<file path="src/rtl/eth_mdio_pkg.sv">
// Shared MDIO definitions: opcodes, frame-parser states, preamble length, reg 0 default.
package eth_mdio_pkg;

  localparam logic [1:0]  OP_READ      = 2'b10;
  localparam logic [1:0]  OP_WRITE     = 2'b01;
  localparam int          PREAMBLE_LEN = 32;
  localparam logic [15:0] REG0_RST     = 16'h3100;

  typedef enum logic [2:0] {
    ST_PRE   = 3'd0,
    ST_ST    = 3'd1,
    ST_OP    = 3'd2,
    ST_PHYAD = 3'd3,
    ST_REGAD = 3'd4,
    ST_TA    = 3'd5,
    ST_DATA  = 3'd6
  } mdio_state_e;

  // Regs 1..3 (status, ID1, ID2) cannot be written.
  function automatic logic reg_is_ro(input logic [4:0] a);
    return (a != 5'd0) && (a < 5'd4);
  endfunction

endpackage

</file>
<file path="src/rtl/mdio_sync_edge.sv">
// Two-flop synchronizer for MDC/MDIO with registered MDC rising-edge strobe.
module mdio_sync_edge (
  input  logic Clk,
  input  logic Rstn,
  input  logic mdc_i,
  input  logic mdio_i,
  output logic mdc_rise,
  output logic mdio_s
);

  logic mdc_s1_q, mdc_s2_q, mdc_s3_q;
  logic mdio_s1_q, mdio_s2_q;
  logic rise_q, rise_d;
  logic bit_q, bit_d;

  // Edge strobe and the MDIO bit are registered together so they stay aligned.
  always_comb begin
    rise_d = mdc_s2_q & ~mdc_s3_q;
    bit_d  = mdio_s2_q;
  end

  // Synchronizer chains plus aligned output stage.
  always_ff @(posedge Clk or negedge Rstn) begin
    if (!Rstn) begin
      mdc_s1_q  <= 1'b0;
      mdc_s2_q  <= 1'b0;
      mdc_s3_q  <= 1'b0;
      mdio_s1_q <= 1'b1;
      mdio_s2_q <= 1'b1;
      rise_q    <= 1'b0;
      bit_q     <= 1'b1;
    end else begin
      mdc_s1_q  <= mdc_i;
      mdc_s2_q  <= mdc_s1_q;
      mdc_s3_q  <= mdc_s2_q;
      mdio_s1_q <= mdio_i;
      mdio_s2_q <= mdio_s1_q;
      rise_q    <= rise_d;
      bit_q     <= bit_d;
    end
  end

  assign mdc_rise = rise_q;
  assign mdio_s   = bit_q;

endmodule

</file>
<file path="src/rtl/mdio_phy_responder.sv">
// Clause 22 MDIO PHY target: frame parser, 32x16 register file, read-data drive.
module mdio_phy_responder
  import eth_mdio_pkg::*;
#(
  parameter logic [4:0]  PHY_ADDR   = 5'd1,
  parameter logic [15:0] PHY_ID1    = 16'h2000,
  parameter logic [15:0] PHY_ID2    = 16'h5C90,
  parameter logic [15:0] PHY_STATUS = 16'h782D
) (
  input  logic        Clk,
  input  logic        Rstn,
  input  logic        MDC,
  input  logic        MDIO_I,
  output logic        MDIO_O,
  output logic        MDIO_Oe,
  output logic        Reg_Wr_Valid,
  output logic [4:0]  Reg_Wr_Addr,
  output logic [15:0] Reg_Wr_Data,
  output logic        Frame_Err
);

  localparam logic [5:0] PRE_MAX = 6'(PREAMBLE_LEN);

  function automatic logic [15:0] reg_rst(input int i);
    case (i)
      0:       return REG0_RST;
      1:       return PHY_STATUS;
      2:       return PHY_ID1;
      3:       return PHY_ID2;
      default: return 16'h0000;
    endcase
  endfunction

  logic mdc_rise, mdio_bit;

  mdio_sync_edge u_sync (
    .Clk      (Clk),
    .Rstn     (Rstn),
    .mdc_i    (MDC),
    .mdio_i   (MDIO_I),
    .mdc_rise (mdc_rise),
    .mdio_s   (mdio_bit)
  );

  mdio_state_e state_q, state_d;
  logic [4:0]  bit_cnt_q, bit_cnt_d;
  logic [5:0]  pre_cnt_q, pre_cnt_d;
  logic        op_hi_q, op_hi_d;
  logic        op_rd_q, op_rd_d;
  logic [4:0]  phyad_q, phyad_d;
  logic [4:0]  regad_q, regad_d;
  logic [15:0] shift_q, shift_d;
  logic        oe_q, oe_d;
  logic        o_q, o_d;
  logic        tail_q, tail_d;
  logic        sr_clr_q, sr_clr_d;
  logic        wr_valid_q, wr_valid_d;
  logic [4:0]  wr_addr_q, wr_addr_d;
  logic [15:0] wr_data_q, wr_data_d;
  logic        ferr_q, ferr_d;
  logic [15:0] regs_q [32];
  logic [15:0] regs_d [32];

  logic [15:0] wdata;
  logic        addr_ok;

  assign wdata   = {shift_q[14:0], mdio_bit};
  assign addr_ok = (phyad_q == PHY_ADDR);

  // Frame parser, read drive and register-file update; all protocol steps gated by mdc_rise.
  always_comb begin
    state_d    = state_q;
    bit_cnt_d  = bit_cnt_q;
    pre_cnt_d  = pre_cnt_q;
    op_hi_d    = op_hi_q;
    op_rd_d    = op_rd_q;
    phyad_d    = phyad_q;
    regad_d    = regad_q;
    shift_d    = shift_q;
    oe_d       = oe_q;
    o_d        = o_q;
    tail_d     = tail_q;
    sr_clr_d   = 1'b0;
    wr_valid_d = 1'b0;
    wr_addr_d  = wr_addr_q;
    wr_data_d  = wr_data_q;
    ferr_d     = 1'b0;
    regs_d     = regs_q;

    // Soft reset bit drops one cycle after being written as 1.
    if (sr_clr_q) regs_d[0][15] = 1'b0;

    if (mdc_rise) begin
      // D0 was driven on the previous edge; the master has now sampled it.
      if (tail_q) begin
        oe_d   = 1'b0;
        o_d    = 1'b0;
        tail_d = 1'b0;
      end

      case (state_q)
        ST_PRE: begin
          if (mdio_bit) begin
            if (pre_cnt_q != PRE_MAX) pre_cnt_d = pre_cnt_q + 6'd1;
          end else if (pre_cnt_q == PRE_MAX) begin
            state_d   = ST_ST;
            pre_cnt_d = 6'd0;
          end else begin
            pre_cnt_d = 6'd0;
          end
        end

        ST_ST: begin
          if (mdio_bit) begin
            state_d   = ST_OP;
            bit_cnt_d = 5'd1;
          end else begin
            state_d = ST_PRE;
            ferr_d  = 1'b1;
          end
        end

        ST_OP: begin
          op_hi_d = mdio_bit;
          if (bit_cnt_q != 5'd0) begin
            bit_cnt_d = bit_cnt_q - 5'd1;
          end else if ({op_hi_q, mdio_bit} == OP_READ) begin
            op_rd_d   = 1'b1;
            state_d   = ST_PHYAD;
            bit_cnt_d = 5'd4;
          end else if ({op_hi_q, mdio_bit} == OP_WRITE) begin
            op_rd_d   = 1'b0;
            state_d   = ST_PHYAD;
            bit_cnt_d = 5'd4;
          end else begin
            state_d = ST_PRE;
            ferr_d  = 1'b1;
          end
        end

        ST_PHYAD: begin
          phyad_d = {phyad_q[3:0], mdio_bit};
          if (bit_cnt_q != 5'd0) begin
            bit_cnt_d = bit_cnt_q - 5'd1;
          end else begin
            state_d   = ST_REGAD;
            bit_cnt_d = 5'd4;
          end
        end

        ST_REGAD: begin
          regad_d = {regad_q[3:0], mdio_bit};
          if (bit_cnt_q != 5'd0) begin
            bit_cnt_d = bit_cnt_q - 5'd1;
          end else begin
            state_d   = ST_TA;
            bit_cnt_d = 5'd1;
          end
        end

        ST_TA: begin
          // Write turnaround must be 1 then 0; read turnaround belongs to the PHY.
          if (bit_cnt_q != 5'd0) begin
            if (!op_rd_q && !mdio_bit) begin
              state_d = ST_PRE;
              ferr_d  = 1'b1;
            end else begin
              bit_cnt_d = 5'd0;
            end
          end else if (!op_rd_q && mdio_bit) begin
            state_d = ST_PRE;
            ferr_d  = 1'b1;
          end else begin
            state_d   = ST_DATA;
            bit_cnt_d = 5'd15;
            shift_d   = regs_q[regad_q];
            if (op_rd_q && addr_ok) begin
              oe_d = 1'b1;
              o_d  = 1'b0;
            end
          end
        end

        ST_DATA: begin
          o_d     = oe_q ? shift_q[15] : 1'b0;
          shift_d = wdata;
          if (bit_cnt_q != 5'd0) begin
            bit_cnt_d = bit_cnt_q - 5'd1;
          end else begin
            state_d   = ST_PRE;
            pre_cnt_d = 6'd0;
            tail_d    = oe_q;
            if (!op_rd_q && addr_ok && !reg_is_ro(regad_q)) begin
              regs_d[regad_q] = wdata;
              wr_valid_d      = 1'b1;
              wr_addr_d       = regad_q;
              wr_data_d       = wdata;
              sr_clr_d        = (regad_q == 5'd0) && wdata[15];
            end
          end
        end

        default: begin
          state_d   = ST_PRE;
          pre_cnt_d = 6'd0;
        end
      endcase
    end
  end

  // State and output registers; reset releases MDIO and restores register defaults.
  always_ff @(posedge Clk or negedge Rstn) begin
    if (!Rstn) begin
      state_q    <= ST_PRE;
      bit_cnt_q  <= 5'd0;
      pre_cnt_q  <= 6'd0;
      op_hi_q    <= 1'b0;
      op_rd_q    <= 1'b0;
      phyad_q    <= 5'd0;
      regad_q    <= 5'd0;
      shift_q    <= 16'h0000;
      oe_q       <= 1'b0;
      o_q        <= 1'b0;
      tail_q     <= 1'b0;
      sr_clr_q   <= 1'b0;
      wr_valid_q <= 1'b0;
      wr_addr_q  <= 5'd0;
      wr_data_q  <= 16'h0000;
      ferr_q     <= 1'b0;
      for (int i = 0; i < 32; i++) regs_q[i] <= reg_rst(i);
    end else begin
      state_q    <= state_d;
      bit_cnt_q  <= bit_cnt_d;
      pre_cnt_q  <= pre_cnt_d;
      op_hi_q    <= op_hi_d;
      op_rd_q    <= op_rd_d;
      phyad_q    <= phyad_d;
      regad_q    <= regad_d;
      shift_q    <= shift_d;
      oe_q       <= oe_d;
      o_q        <= o_d;
      tail_q     <= tail_d;
      sr_clr_q   <= sr_clr_d;
      wr_valid_q <= wr_valid_d;
      wr_addr_q  <= wr_addr_d;
      wr_data_q  <= wr_data_d;
      ferr_q     <= ferr_d;
      regs_q     <= regs_d;
    end
  end

  assign MDIO_O       = o_q;
  assign MDIO_Oe      = oe_q;
  assign Reg_Wr_Valid = wr_valid_q;
  assign Reg_Wr_Addr  = wr_addr_q;
  assign Reg_Wr_Data  = wr_data_q;
  assign Frame_Err    = ferr_q;

endmodule

</file>
<file path="config.mk">
export PLATFORM = sky130hd
export DESIGN_NAME = mdio_phy_responder
export DESIGN_NICKNAME = d
export VERILOG_FILES = /design/src/rtl/eth_mdio_pkg.sv /design/src/rtl/mdio_sync_edge.sv /design/src/rtl/mdio_phy_responder.sv
export SDC_FILE = /design/constraint.sdc
export NUM_CORES = 1
export LEC_CHECK = 0
export BUFFER_PORTS_ARGS = -buffer_cell sky130_fd_sc_hd__buf_2
export CORE_AREA = 2 2 219 200
export CTS_CLUSTER_DIAMETER = 50
export DETAILED_ROUTE_END_ITERATION = 7
export DIE_AREA = 0 0 221 202
export GPL_ROUTABILITY_DRIVEN = 0
export GPL_TIMING_DRIVEN = 0
export PLACE_DENSITY = 0.8
export SLEW_MARGIN = 0
export SYNTH_ARGS = -nofsm -noshare
export SYNTH_HDL_FRONTEND = slang
export SYNTH_SLANG_ARGS = --single-unit
</file>
<file path="constraint.sdc">
create_clock -name Clk -period 3.49 [get_ports Clk]
set_input_delay 0.5235 -clock Clk [delete_from_list [all_inputs] [get_ports Clk]]
set_output_delay 0.5235 -clock Clk [all_outputs]
set_load 0.1 [all_outputs]
</file>
==> results of run 1 <==
cell usage in the layout (no fill, tap or decap), types with 6 or more instances in the layout:
| cell | n |
|---|---|
| a211oi_1 | 7 |
| a21oi_1 | 19 |
| a22o_1 | 18 |
| a22oi_1 | 37 |
| and3_1 | 7 |
| buf_1 | 6 |
| buf_2 | 39 |
| buf_4 | 32 |
| clkbuf_1 | 156 |
| clkbuf_16 | 61 |
| clkbuf_2 | 15 |
| clkbuf_4 | 13 |
| clkbuf_8 | 15 |
| clkinv_2 | 9 |
| dfrtp_1 | 566 |
| dfstp_2 | 21 |
| inv_1 | 14 |
| mux2_1 | 12 |
| mux2_2 | 471 |
| mux2i_1 | 64 |
| mux4_2 | 95 |
| nand2_1 | 114 |
| nand2_2 | 7 |
| nand2b_1 | 7 |
| nand3_1 | 33 |
| nor2_1 | 40 |
| nor2_4 | 11 |
| nor2b_1 | 15 |
| nor3_1 | 17 |
| o21ai_0 | 28 |
| o22ai_1 | 15 |
how the worst max path moves through the flow:
stage                 start                         end  slack, ns  cells past startpoint
2_1_floorplan  bit_cnt_q[0]                    register       0.34                     11
3_3_place_gp           Rstn  asynchronous set/reset pin      -9.61                      1
3_5_place_dp     regad_q[1]                  shift_q[4]      -0.93                      8
4_1_cts        bit_cnt_q[0]                    register      0.003                     11
5_1_grt        bit_cnt_q[0]                    register      -0.06                     12
6_report         regad_q[3]                    register      -0.08                      5
layer usage:
metal,track usage,share of wire,wire length (um)
met5,0.0108,0.00086,66
met4,0.166,0.052,4010
met3,0.124,0.13,9660
met2,0.503,0.44,33300
met1,0.463,0.38,29400
kinds of logic (layout without fill, tap and decap cells):
kind of cell               after synthesis  in the layout
buffers and inverters                  218            382
DFF                                    588            588
AOI/OAI and AO/OA                      159            159
xor gates and xnor gates                 1              1
adders and majority gates                5              5
and+or+nand+nor                        285            285
muxes                                  642            642
what timing repair did:
action / CTS / global route
gates resized for setup: 63 / 55
hold buffers: 3 / 0
setup endpoints to repair: 317 / 229
endpoints found under the hold margin: 50 / 0
pin swaps: 10 / 5
setup buffers: 10 / 11
cloned: 0 / 1
power groups by stage:
stage               Combinational [mW]  Clock (mW)  Sequential, mW
floorplan                       0.0269           0            6.96
global placement                 0.166           0            6.96
CTS                              0.192        6.50            6.84
finish                           0.184        6.49            6.84
detailed placement               0.189           0            6.96
global route                     0.217        6.78            6.83
stage by stage:
| stage | hold slack (ns) | area [um^2] |
|---|---|---|
| 2_1_floorplan | 0.228 | 26400 |
| 3_3_place_gp | 0.333 | 27200 |
| 3_5_place_dp | 0.341 | 27300 |
| 4_1_cts | 0.354 | 29600 |
| 5_1_grt | 0.356 | 29700 |
| 6_report | 0.351 | 29700 |
layout make-up:
type | count | area, um^2 | area share
Buffer | 200 | 925 | 0.0311
Clock buffer | 95 | 1800 | 0.0607
Sequential cell | 588 | 14700 | 0.496
Inverter | 15 | 56.3 | 0.00189
Tap cell | 555 | 694 | 0.0234
Multi-Input combinational cell | 1092 | 10900 | 0.366
Clock inverter | 15 | 183 | 0.00615
Timing Repair Buffer | 57 | 457 | 0.0154
==> flow_summary.ini, run 1 <==
[timing]
maxSlewViolCount = 0
hold_violations = 0
maxSlewHeadroom = 0.180
min_period_ns = 3.57
setup_tns_ns = -0.949
fin_skew_ns = 0.0146
min_period_over_period = 1.02
final-setup-viol-count = 19
max_freq_mhz = 280
worst_slack_ns = -0.0762
max_slew.worst_pin.slew_ns = 1.23

[synth]
synthAdderAreaFrac = 0.00237
synth_ff_type = dfrtp_1
syn-num-nets = 1907
synthTopCellsByCount = dfrtp_1 (567), mux2_2 (471), clkbuf_1 (160)
synth_seq_area_share = 0.559
yosys.area_share.simple = 0.0522
synth_compound_area_frac = 0.0414
synth_cell_types = 61
avgSynthCellArea_um2 = 13.9
synth_area_mm2 = 0.0264
synth_warnings = 0
yosysMostFrequentCell = dfrtp_1
synth_edf_count = 0
synth_top_area_share = 0.538
synthMuxAreaShare = 0.312
ys_ff_latch = 588
synthTopCellsByArea = dfrtp_1 (54%), mux2_2 (20%), mux4_2 (8.1%)
synth_cells = 1898
synth_top_family_by_area = multiplexers
yosysTopAreaCell = dfrtp_1
synth_xor_area_frac = 0.000332
synthArstFlopShare = 1.00

[clocking]
clock-sinks = 588
clkTransAtPathRegs_ns = 0.06
cts-htree-levels = 2
clockBufferDepth = 3
cts_root_buf = clkbuf_16
tritoncts = yes
clkLatencyLatePin_ns = 0.63
cts_buffers = 58

[global_routing]
grt_pass1_wl_um = 114000
grt_pass1_vias = 18000
grt_usage = 0.345
antenna_found_initial = 0
grt_max_degree = 130
globalRouteOverflowTotal = 0

[routing]
wirelength_um = 76400
wl_per_cell_um = 29.2
drt_iter0_markers = 2077
vias = 17700
postRouteAntennaNets = 0
drc_errors = 0
vias_per_cell = 6.76
first_pass_iters = 7

[layout]
drive_gt1_frac = 0.400
diodes = 0
syn_to_final_growth_pct = 12.7
fin_cells = 2617
n_fill_cell = 2755
postLayoutCoreUtil = 0.701
finalNetCount = 2021

[setup_path]
worstSetupPathType = register to register
arrival_ns = 4.07
cp-start-kind = register
path_cells = nor3_2, clkbuf_1, nand2_2, buf_2, mux2_2
reg2reg_from = regad_q[3]
path_buf_inv = 2
crit_fanout = 10
r2r_slack_ns = -0.08
cpMaxStageDelayCell = clkbuf_1
worstPathRequired_ns = 3.99
cp_top_family = buffers and inverters
slowest_delay_ns = 0.92
cp-end-kind = register
rr_worst_depth = 5

[hold_path]
holdCritStartpoint = u_sync.mdc_s1_q
whs_path_depth = 0
hold_path_end = u_sync.mdc_s2_q
hold_path.class = register to register

[job]
maxCapViolCount = 0

[placement]
dp_cells = 2485
post-place-ws_ns = -0.930
place_hpwl_um = 50500
numPortBuffers = 28

[power]
power_switching_mw = 2.84
power_mw = 13.5
power.density_mw_per_mm2 = 455
pwr-share-seq = 0.506
peakVddDrop_v = 0.000431
pwr-share-comb = 0.014
clkPwrFrac = 0.480
p_int_mw = 10.7
switching_share = 0.210
leakagePower_nw = 14.2

[outcome]
status = complete, but fails checks
failed_checks = negative setup slack

[floorplan]
rows = 72
initial_core_util = 0.622
ios = 29
core_area_mm2 = 0.0424
die_w_um = 221
die_y_um = 202
die_area_mm2 = 0.0446
No activity file was read; power rests on OpenSTA's default activity.
==> run 2, diff against run 1 <==
--- a/config.mk
+++ b/config.mk
@@ -13,6 +13,7 @@
 export GPL_ROUTABILITY_DRIVEN = 0
 export GPL_TIMING_DRIVEN = 0
 export PLACE_DENSITY = 0.8
+export RECOVER_POWER = 25
 export SLEW_MARGIN = 0
 export SYNTH_ARGS = -nofsm -noshare
 export SYNTH_HDL_FRONTEND = slang
==> flow_summary.ini, run 2 (synthesized netlist as in run 1, its figures left out) <==
[layout]
layout_commonest_cell = dfrtp_1
syn_to_final_growth_pct = 12.6
diodes = 0
mostFrequentLayoutCells = dfrtp_1 (566), mux2_2 (471), clkbuf_1 (156), nand2_1 (114), mux4_2 (95)
n_fill_cell = 2757
drive_gt1_frac = 0.396
fin_cells = 2617
finalNetCount = 2021

[power]
power_mw = 13.5
clkPwrFrac = 0.480
pwr-share-seq = 0.507
power_switching_mw = 2.82
pwr-share-comb = 0.013
leakagePower_nw = 14.2
power.density_mw_per_mm2 = 454
peakVddDrop_v = 0.000431
switching_share = 0.209
p_int_mw = 10.7

[setup_path]
arrival_ns = 4.09
worstPathRequired_ns = 3.99
cp-end-kind = register
crit_fanout = 10
reg2reg_from = regad_q[3]
startpoint = regad_q[3]
cp-start-kind = register
r2r_slack_ns = -0.1
worstSetupPathType = register to register

[timing]
maxSlewViolCount = 122
hold_violations = 0
fin_skew_ns = 0.0127
min_period_over_period = 1.03
worst_slack_ns = -0.0963
max_freq_mhz = 279
maxSlewHeadroom = -0.0795
final-setup-viol-count = 17
min_period_ns = 3.59
max_slew.worst_pin.slew_ns = 1.62

[floorplan]
core_area_mm2 = 0.0424
rows = 72
initial_core_util = 0.622
die_w_um = 221
die_y_um = 202
die_area_mm2 = 0.0446
ios = 29

[global_routing]
grt_pass1_vias = 18000
globalRouteOverflowTotal = 0
grt_pass1_wl_um = 114000
antenna_found_initial = 0
grt_usage = 0.345
grt_max_degree = 130

[outcome]
status = complete, but fails checks
failed_checks = max-capacitance violations, max-slew violations, negative setup slack

[hold_path]
hold_path.class = register to register
holdCritStartpoint = u_sync.mdc_s1_q

[clocking]
clkLatencyLatePin_ns = 0.62
cts_root_buf = clkbuf_16
clock-sinks = 588
tritoncts = yes
cts-htree-levels = 2
clockBufferDepth = 3
cts_buffers = 58
clkTransAtPathRegs_ns = 0.06

[routing]
wl_per_cell_um = 29.1
vias = 17600
vias_per_cell = 6.73
drt_iter0_markers = 2179
drc_errors = 0
postRouteAntennaNets = 0
first_pass_iters = 6
wirelength_um = 76200

[placement]
numPortBuffers = 28
post-place-ws_ns = -0.930
dp_cells = 2485
place_hpwl_um = 50500

[job]
maxCapViolCount = 1
[run 2: cell count changes in the layout (fill, tap and decap cells not counted)]
| cell | change |
|---|---|
| dfstp_1 | +8 |
| clkbuf_4 | +1 |
| buf_16 | -1 |
| dfstp_2 | -8 |
[run 2: worst paths after layout]
path	end	cells past startpoint
worst min-delay path	u_sync.mdc_s2_q	0
worst max register to register	register	6
worst min register to register	u_sync.mdc_s2_q	0
max in group asynchronous	asynchronous set/reset pin	3
min in group asynchronous	u_sync.mdc_rise	2
worst max-delay path	register	6
[run 2: worst max-delay path, cell delays in order, from the launching register on]
cell      delay, ns
dfrtp_1        0.48
nor2b_1        0.14
clkbuf_1       0.71
and2_1         0.76
nand2_1        0.57
clkbuf_2       0.44
mux2_2         0.35
[run 2: what timing repair did]
| item | CTS | global route |
|---|---|---|
| cloned | 0 | 1 |
| resized for setup | 63 | 55 |
| buffers inserted | 10 | 11 |
| hold endpoints to repair | 50 | 0 |
| hold buffers | 3 | 0 |
| endpoints found under the setup margin | 317 | 229 |
| pin swaps | 10 | 5 |
[run 2: metrics by stage]
stage / hold WS [ns] / area (um^2) / setup TNS [ns] / utilization
2_1_floorplan: 0.228 / 26400 / 0 / -
3_3_place_gp: 0.333 / 27200 / -5612.09 / 0.641
3_5_place_dp: 0.341 / 27300 / -100.57 / 0.644
4_1_cts: 0.354 / 29600 / 0 / 0.697
5_1_grt: 0.356 / 29700 / -0.570 / 0.700
6_report: 0.352 / 29700 / -0.968 / 0.700
[run 2: cell type report]
cell class	count	area (um^2)	area share
sequential	588	14700	0.496
clock inverter	15	183	0.00615
buffer	200	925	0.0311
clock buffer	95	1800	0.0607
tap	555	694	0.0234
timing repair buffer	57	437	0.0147
inverter	15	56.3	0.00190
multi-input combinational	1092	10900	0.366
[run 2: layer usage]
metal  track usage  part of all wire
met1         0.463              0.38
met2         0.503              0.44
met3         0.124              0.13
met4         0.166             0.054
met5        0.0108           0.00087
[run 2: power by group through the flow]
stage | registers (mW) | logic, mW | clock network, mW
3_5_place_dp | 6.96 | 0.189 | 0
3_3_place_gp | 6.96 | 0.166 | 0
2_1_floorplan | 6.96 | 0.0269 | 0
5_1_grt | 6.83 | 0.214 | 6.78
4_1_cts | 6.84 | 0.192 | 6.50
6_report | 6.84 | 0.181 | 6.48
==> run 3, diff against run 2 <==
--- a/config.mk
+++ b/config.mk
@@ -12,6 +12,7 @@
 export DIE_AREA = 0 0 221 202
 export GPL_ROUTABILITY_DRIVEN = 0
 export GPL_TIMING_DRIVEN = 0
+export MAX_ROUTING_LAYER = met4
 export PLACE_DENSITY = 0.8
 export RECOVER_POWER = 25
 export SLEW_MARGIN = 0
==> flow_summary.ini, run 3 (synthesized netlist as in run 1, its figures left out) <==
[outcome]
status = complete, but fails checks
failed_checks = max-capacitance violations, max-slew violations, negative setup slack

[routing]
drt_iter0_markers = 2192
drc_errors = 0
vias_per_cell = 6.74
vias = 17600
first_pass_iters = 7
wl_per_cell_um = 29.2
postRouteAntennaNets = 0
wirelength_um = 76400

[power]
peakVddDrop_v = 0.000432
leakagePower_nw = 14.2
power.density_mw_per_mm2 = 455

[clocking]
cts_buffers = 58
clkTransAtPathRegs_ns = 0.06
cts_root_buf = clkbuf_16
tritoncts = yes
cts-htree-levels = 2
clock-sinks = 588
clockBufferDepth = 3
clkLatencyLatePin_ns = 0.63

[layout]
mostFrequentLayoutCells = dfrtp_1 (566), mux2_2 (471), clkbuf_1 (155), nand2_1 (116), mux4_2 (95)
layout_commonest_cell = dfrtp_1
diodes = 0
drive_gt1_frac = 0.395
n_fill_cell = 2761
final_area_mm2 = 0.0297
syn_to_final_growth_pct = 12.6
finalNetCount = 2021

[timing]
hold_violations = 0
min_period_ns = 3.61
min_period_over_period = 1.03
setup_tns_ns = -1.09
fin_skew_ns = 0.0189
max_slew.worst_pin.slew_ns = 1.62
maxSlewHeadroom = -0.0827
max_freq_mhz = 277
worst_slack_ns = -0.118
maxSlewViolCount = 122
final-setup-viol-count = 10

[placement]
numPortBuffers = 28
post_dp_cell_area_mm2 = 0.0273
place_hpwl_um = 50500

[setup_path]
reg2reg_from = regad_q[3]
worstPathRequired_ns = 3.99
startpoint = regad_q[3]
arrival_ns = 4.10
cp-start-kind = register
cp-end-kind = register
rr_worst_depth = 6
worstSetupPathType = register to register
r2r_slack_ns = -0.12
crit_fanout = 10

[global_routing]
antenna_found_initial = 0
busiest_layer = met2
grt_usage = 0.356
grtUsageMet1 = 0.467
globalRouteOverflowTotal = 0
grt_pass1_vias = 18000
grt_use_met3 = 0.121
grt_max_degree = 130
grtUsageMet2 = 0.502
grt_pass1_wl_um = 114000

[hold_path]
hold_path.class = register to register

[floorplan]
die_w_um = 221
rows = 72
die_area_mm2 = 0.0446
core_area_mm2 = 0.0424
ios = 29
initial_core_util = 0.622
die_y_um = 202

[job]
maxCapViolCount = 1
run 3: changes by cell type in the layout (fill, tap and decap cells not counted), sizes merged:
cell,delta
clkbuf,-1
clkdlybuf4s18,-1
clkdlybuf4s15,+2
run 3: metal layers:
layer / part of all wire / vias up
li1: - / 7073
met1: 0.39 / 9172
met2: 0.44 / 1117
met3: 0.12 / 282
met4: 0.052 / 0
met5: 0 / -
run 3: worst min-delay path by stage:
stage / from / depth (start not counted) / end / slack, ns
5_1_grt: u_sync.mdc_s1_q / 0 / u_sync.mdc_s2_q / 0.36
4_1_cts: u_sync.mdc_s1_q / 0 / u_sync.mdc_s2_q / 0.35
2_1_floorplan: Rstn / 0 / Frame_Err / 0.23
6_report: u_sync.mdc_s1_q / 0 / u_sync.mdc_s2_q / 0.35
3_5_place_dp: u_sync.mdc_s1_q / 0 / u_sync.mdc_s2_q / 0.34
3_3_place_gp: u_sync.mdc_s1_q / 0 / u_sync.mdc_s2_q / 0.33
run 3: worst max-delay path, stage by stage (launching register included):
cell	delay (ns)
dfrtp_1	0.47
nor2b_1	0.14
clkbuf_1	0.71
and2_1	0.77
nand2_1	0.58
clkbuf_2	0.44
mux2_2	0.36
run 3: layout make-up:
| type | count | area, um^2 | area share |
|---|---|---|---|
| repair buffers | 57 | 437 | 0.0147 |
| plain buffers | 200 | 932 | 0.0314 |
| multi-input cells | 1092 | 10900 | 0.366 |
| inverters | 15 | 56.3 | 0.00190 |
| flip-flops and latches | 588 | 14700 | 0.496 |
| well taps | 555 | 694 | 0.0234 |
| clock inverters | 15 | 183 | 0.00615 |
| clock buffers | 95 | 1800 | 0.0607 |
run 3: metrics by stage:
step / power, mW / hold slack (ns) / util / worst slack, ns / std cells
2_1_floorplan: 6.99 / 0.228 / - / 0.344 / 1898
3_3_place_gp: 7.13 / 0.333 / 0.641 / -9.61 / 2481
3_5_place_dp: 7.15 / 0.341 / 0.644 / -0.930 / 2485
4_1_cts: 13.5 / 0.354 / 0.697 / 0.00281 / 2607
5_1_grt: 13.8 / 0.356 / 0.700 / -0.0486 / 2617
6_report: 13.5 / 0.353 / 0.700 / -0.118 / 2617
run 3: power breakdown:
part / internal, mW / switching (mW)
Clock: 3.81 / 2.68
Combinational: 0.0278 / 0.153
Sequential: 6.83 / 0.00732
run 3: what timing repair did:
item                                   CTS  global route
cloned                                   0             1
endpoints found under the hold margin   50             0
setup buffers                           10            11
hold buffers                             3             0
gates resized for setup                 63            54
setup endpoints to repair              317           227
pin swaps                               10             6
